**src/rtl/mips8_pkg.sv**
```systemverilog
// Shared constants for the 8-bit MIPS datapath: fetch state encodings,
// instruction-register lane enables and the reset vector.
package mips8_pkg;

  typedef enum logic [1:0] {
    FETCH_LO = 2'd0,
    FETCH_HI = 2'd1,
    HOLD     = 2'd2
  } fetch_state_e;

  localparam logic [1:0] IR_NONE  = 2'b00;
  localparam logic [1:0] IR_LO    = 2'b01;
  localparam logic [1:0] IR_HI    = 2'b10;

  localparam logic [7:0] RESET_PC = 8'h00;

endpackage : mips8_pkg

```
**src/rtl/ir_fetch_seq.sv**
```systemverilog
// Byte-serial instruction fetch: reads the low then high byte of each 16-bit
// instruction, steers them into the IR lanes and offers the result to decode.
module ir_fetch_seq
  import mips8_pkg::*;
#(
  parameter int N  = 8,
  parameter int AW = 8
) (
  input  logic          clk,
  input  logic          rst,
  output logic [AW-1:0] mem_addr,
  output logic          mem_rd,
  input  logic [N-1:0]  mem_rdata,
  input  logic          mem_ready,
  output logic [1:0]    ir_en,
  output logic [N-1:0]  ir_d,
  output logic          instr_valid,
  output logic [AW-1:0] instr_pc,
  input  logic          instr_ack,
  input  logic          redirect,
  input  logic [AW-1:0] redirect_pc
);

  fetch_state_e  r_state;
  fetch_state_e  w_next_state;
  logic [AW-1:0] r_pc;
  logic [AW-1:0] w_next_pc;
  logic [AW-1:0] w_reset_pc;
  logic [AW-1:0] w_align_mask;
  logic [AW-1:0] w_odd_bit;

  assign w_reset_pc   = AW'(RESET_PC);
  assign w_odd_bit    = AW'(1);
  assign w_align_mask = ~w_odd_bit;

  assign ir_d     = mem_rdata;
  assign instr_pc = r_pc;

  always_ff @(posedge clk) begin
    if (rst) begin
      r_state <= FETCH_LO;
      r_pc    <= w_reset_pc;
    end else begin
      r_state <= w_next_state;
      r_pc    <= w_next_pc;
    end
  end

  always_comb begin
    w_next_state = r_state;
    w_next_pc    = r_pc;
    mem_rd       = 1'b0;
    mem_addr     = {AW{1'b0}};
    ir_en        = IR_NONE;
    instr_valid  = 1'b0;

    if (rst) begin
      w_next_state = FETCH_LO;
      w_next_pc    = w_reset_pc;
    end else begin
      case (r_state)
        FETCH_LO: begin
          mem_rd   = 1'b1;
          mem_addr = r_pc;
          if (mem_ready) begin
            ir_en        = IR_LO;
            w_next_state = FETCH_HI;
          end else begin
            w_next_state = FETCH_LO;
          end
        end
        FETCH_HI: begin
          mem_rd   = 1'b1;
          mem_addr = r_pc | w_odd_bit;
          if (mem_ready) begin
            ir_en        = IR_HI;
            w_next_state = HOLD;
          end else begin
            w_next_state = FETCH_HI;
          end
        end
        HOLD: begin
          instr_valid = 1'b1;
          if (instr_ack) begin
            w_next_pc    = r_pc + AW'(2);
            w_next_state = FETCH_LO;
          end else begin
            w_next_state = HOLD;
          end
        end
        default: begin
          w_next_state = FETCH_LO;
        end
      endcase

      // A taken branch squashes whatever this cycle would have delivered.
      if (redirect) begin
        ir_en        = IR_NONE;
        instr_valid  = 1'b0;
        w_next_pc    = redirect_pc & w_align_mask;
        w_next_state = FETCH_LO;
      end else begin
        w_next_pc    = w_next_pc & w_align_mask;
      end
    end
  end

endmodule : ir_fetch_seq

```
**config.mk**
```make
export PLATFORM = sky130hd
export DESIGN_NAME = ir_fetch_seq
export DESIGN_NICKNAME = d
export VERILOG_FILES = /design/src/rtl/mips8_pkg.sv /design/src/rtl/ir_fetch_seq.sv
export SDC_FILE = /design/constraint.sdc
export NUM_CORES = 1
export LEC_CHECK = 0
export CAP_MARGIN = 20
export CELL_PAD_IN_SITES_DETAIL_PLACEMENT = 0
export CELL_PAD_IN_SITES_GLOBAL_PLACEMENT = 2
export CORE_MARGIN = 3
export CORE_UTILIZATION = 16
export DETAILED_ROUTE_END_ITERATION = 8
export GPL_TIMING_DRIVEN = 0
export MAX_ROUTING_LAYER = met4
export PLACE_DENSITY = 0.85
export RECOVER_POWER = 50
export SLEW_MARGIN = 40
export SYNTH_ARGS = -nofsm -noshare
export SYNTH_HDL_FRONTEND = slang
export SYNTH_SLANG_ARGS = --single-unit
```
**constraint.sdc**
```tcl
create_clock -name clk -period 1.54 [get_ports clk]
set_clock_uncertainty 0.05 [all_clocks]
set_input_delay 0.154 -clock clk [delete_from_list [all_inputs] [get_ports clk]]
set_output_delay 0.154 -clock clk [all_outputs]
set_load 0.005 [all_outputs]
```
==> results.cfg <==
[logic_synthesis]
synth_area_sq_um = 637
synthSimpleGateAreaFrac = 0.312
synth_top_area_frac = 0.283
synthXorXnorAreaFrac = 0.0413
synth_compound_area_frac = 0.147
synth_top_family_by_area = simple AND/OR/NAND/NOR gates
syn_area_per_cell_sq_um = 8.49
synth-adder-area-share = 0.0196
synthTopCellsByArea = dfxtp_1, buf_4, and2_1, nor2_1, a311oi_1
synth_mux_area_frac = 0.0157
ys_seq_area_frac = 0.283
synthCells = 75
yosys_warnings = 0
syn_nets = 97
yosys.area.top_type = dfxtp_1
synth_cell_type_count = 31
synth_seq_cells = 9

[route]
avgViaCountPerCell = 4.34
wl_per_cell_um = 12.8
finalWirelength_um = 2260
ant_nets = 0
num_vias = 769
drc = 0
drt_iter0_markers = 15
dr.pass1.iters = 4

[critical_path]
path_max_fanout = 5
start_kind = flop
worstPathRequired_ns = 1.34
cp-end-kind = output pin
path_class = reg -> out
arrival_ns = 1.28
setup.worst_path.start = r_state[1]
regToRegStartpoint = r_state[1]

[global_routing]
grt_pass1_vias = 759
antenna_found_initial = 0
grt_pass1_wl_um = 3550
grt_usage = 0.0957
gr-total-overflow = 0
grt_max_degree = 11

[clock_tree]
htreeDepth = 1
cts_hold_buf = 0
ctsRootBufferMaster = clkbuf_8
insertion_delay_ns = 0.23
cts_tree = built
clock_path_buffers = 2
cts.sinks = 9
cts.clk_slew.worst_paths_ns = 0.04
cts_buffers = 3

[die]
num_rows = 22
fp.dieH_um = 69.1
core_sq_mm = 0.00374
start_util = 0.170
io_pins = 49
die_area_sq_mm = 0.00477
dieWidth_um = 69.1

[final_layout]
drive_above_1_share = 0.310
nets = 152
final_area_sq_mm = 0.00123
synthToLayoutAreaGrowth_pct = 93.7
antenna_cells = 0

[sta]
setup_viol = 0
rsz0062_at_grt = false
postLayoutSetupSlackWorst_ns = 0.0571
drv_slew = 0
hold_viol = 0
fmax_mhz = 674
tns_ns = 0
hold_slack_ns = 0.425
fin_crit_ns = 1.48
period_share = 0.963

[pwr]
p_sw_frac = 0.257
seqPwrFrac = 0.358
combPwrFrac = 0.266
p_leak_nw = 0.586
power_mw = 0.750
internal_power_mw = 0.558
vdd_ir_drop_max_v = 0.000256
power_switching_mw = 0.193
power_per_cell_area_mw_per_mm2 = 608
clockPowerShare = 0.376

[placement]
place_ws_ns = -0.618
numPortBuffers = 38
placed_cell_area_sq_mm = 0.00108
hpwl_um = 1550
gp_congestion = 0.772

[hold_path]
hold_class = in -> reg
hold_start = redirect

[run]
max_cap_viol_count = 0

[status]
outcome = finished, final reports clean
==> power groups by stage <==
stage | logic (mW) | registers [mW] | clock network (mW)
floorplan | 0.0762 | 0.268 | 0
global placement | 0.190 | 0.271 | 0
detailed placement | 0.193 | 0.271 | 0
CTS | 0.204 | 0.267 | 0.285
global route | 0.218 | 0.272 | 0.300
finish | 0.200 | 0.269 | 0.282
==> layer usage <==
layer,part of all wire,global-route usage,vias up
met4,0.012,0.0325,0
li1,-,-,366
met3,0.10,0.0394,5
met1,0.44,0.121,349
met2,0.44,0.137,49
met5,0,-,-
==> metrics by stage <==
stage / utilization / cells
4_1_cts: 0.319 / 172
6_report: 0.330 / 177
3_3_place_gp: 0.288 / 161
5_1_grt: 0.330 / 177
3_5_place_dp: 0.288 / 161
2_1_floorplan: - / 75
==> worst max-delay path, stage by stage (launching register included) <==
cell and delay (ns):
dfxtp_2 0.32, buf_6 0.12, buf_4 0.13, nor4b_4 0.21, dlygate4sd2_1 0.26
==> path summary, 6_finish.rpt <==
check                                    to  slack (ns)  depth (start not counted)
worst min register to register  instr_pc[7]        0.49                          2
worst min-delay path             r_state[1]        0.43                          3
worst max register to register  instr_pc[5]        0.09                          5
worst max-delay path            instr_valid        0.06                          4
==> cell usage after synthesis <==
cell type,number
or3_2,1
xnor2_1,1
xor2_1,2
nand3_1,1
o21bai_1,1
o21ai_0,3
or3_1,2
nor3_1,2
nand4b_1,2
nor4b_1,1
a31oi_1,1
and2_2,1
nand2_1,1
buf_6,2
a211oi_1,3
a311oi_1,3
a21o_1,1
conb_1,1
and4b_1,2
nand4_1,2
nor2_1,8
nand3b_4,1
buf_4,9
and3_1,1
mux2i_1,1
buf_2,2
dfxtp_1,9
and2_1,6
inv_1,3
a31o_2,1
ha_1,1
==> final cells by class <==
class	instances	area [sq um]
plain buffers	13	105
clock buffers	4	45.0
fillers	413	2510
inverters	3	11.3
multi-input cells	51	384
flip-flops and latches	9	185
well taps	48	60.1
repair buffers	49	443
==> cells by family (layout without fill, tap and decap cells) <==
kind of cell / Yosys count / in the layout
buf+inv: 16 / 69
fa+ha+maj: 1 / 1
other cells: 1 / 1
flops: 9 / 9
compound gates: 13 / 13
xor+xnor: 3 / 3
simple gates: 31 / 32
mux: 1 / 1
==> cells in the final DEF, fill, tap and decap left out, types with 4 or more instances in the layout <==
cell / instances
and2_1: 6
buf_4: 20
clkdlybuf4s50_1: 14
dfxtp_1: 5
dfxtp_2: 4
dlygate4sd2_1: 10
dlygate4sd3_1: 10
nor2_1: 7
==> flip-flops by register name (all words and copies together) (netlist names) <==
| name | flops |
|---|---|
| instr_pc | 7 |
| r_state | 2 |
==> repair_timing <==
item	CTS	global route
setup endpoints to repair	12	7
resized for setup	19	11
pin swaps	3	1
setup buffers	6	5
cloned	1	0
(Power assumes the default switching activity.)
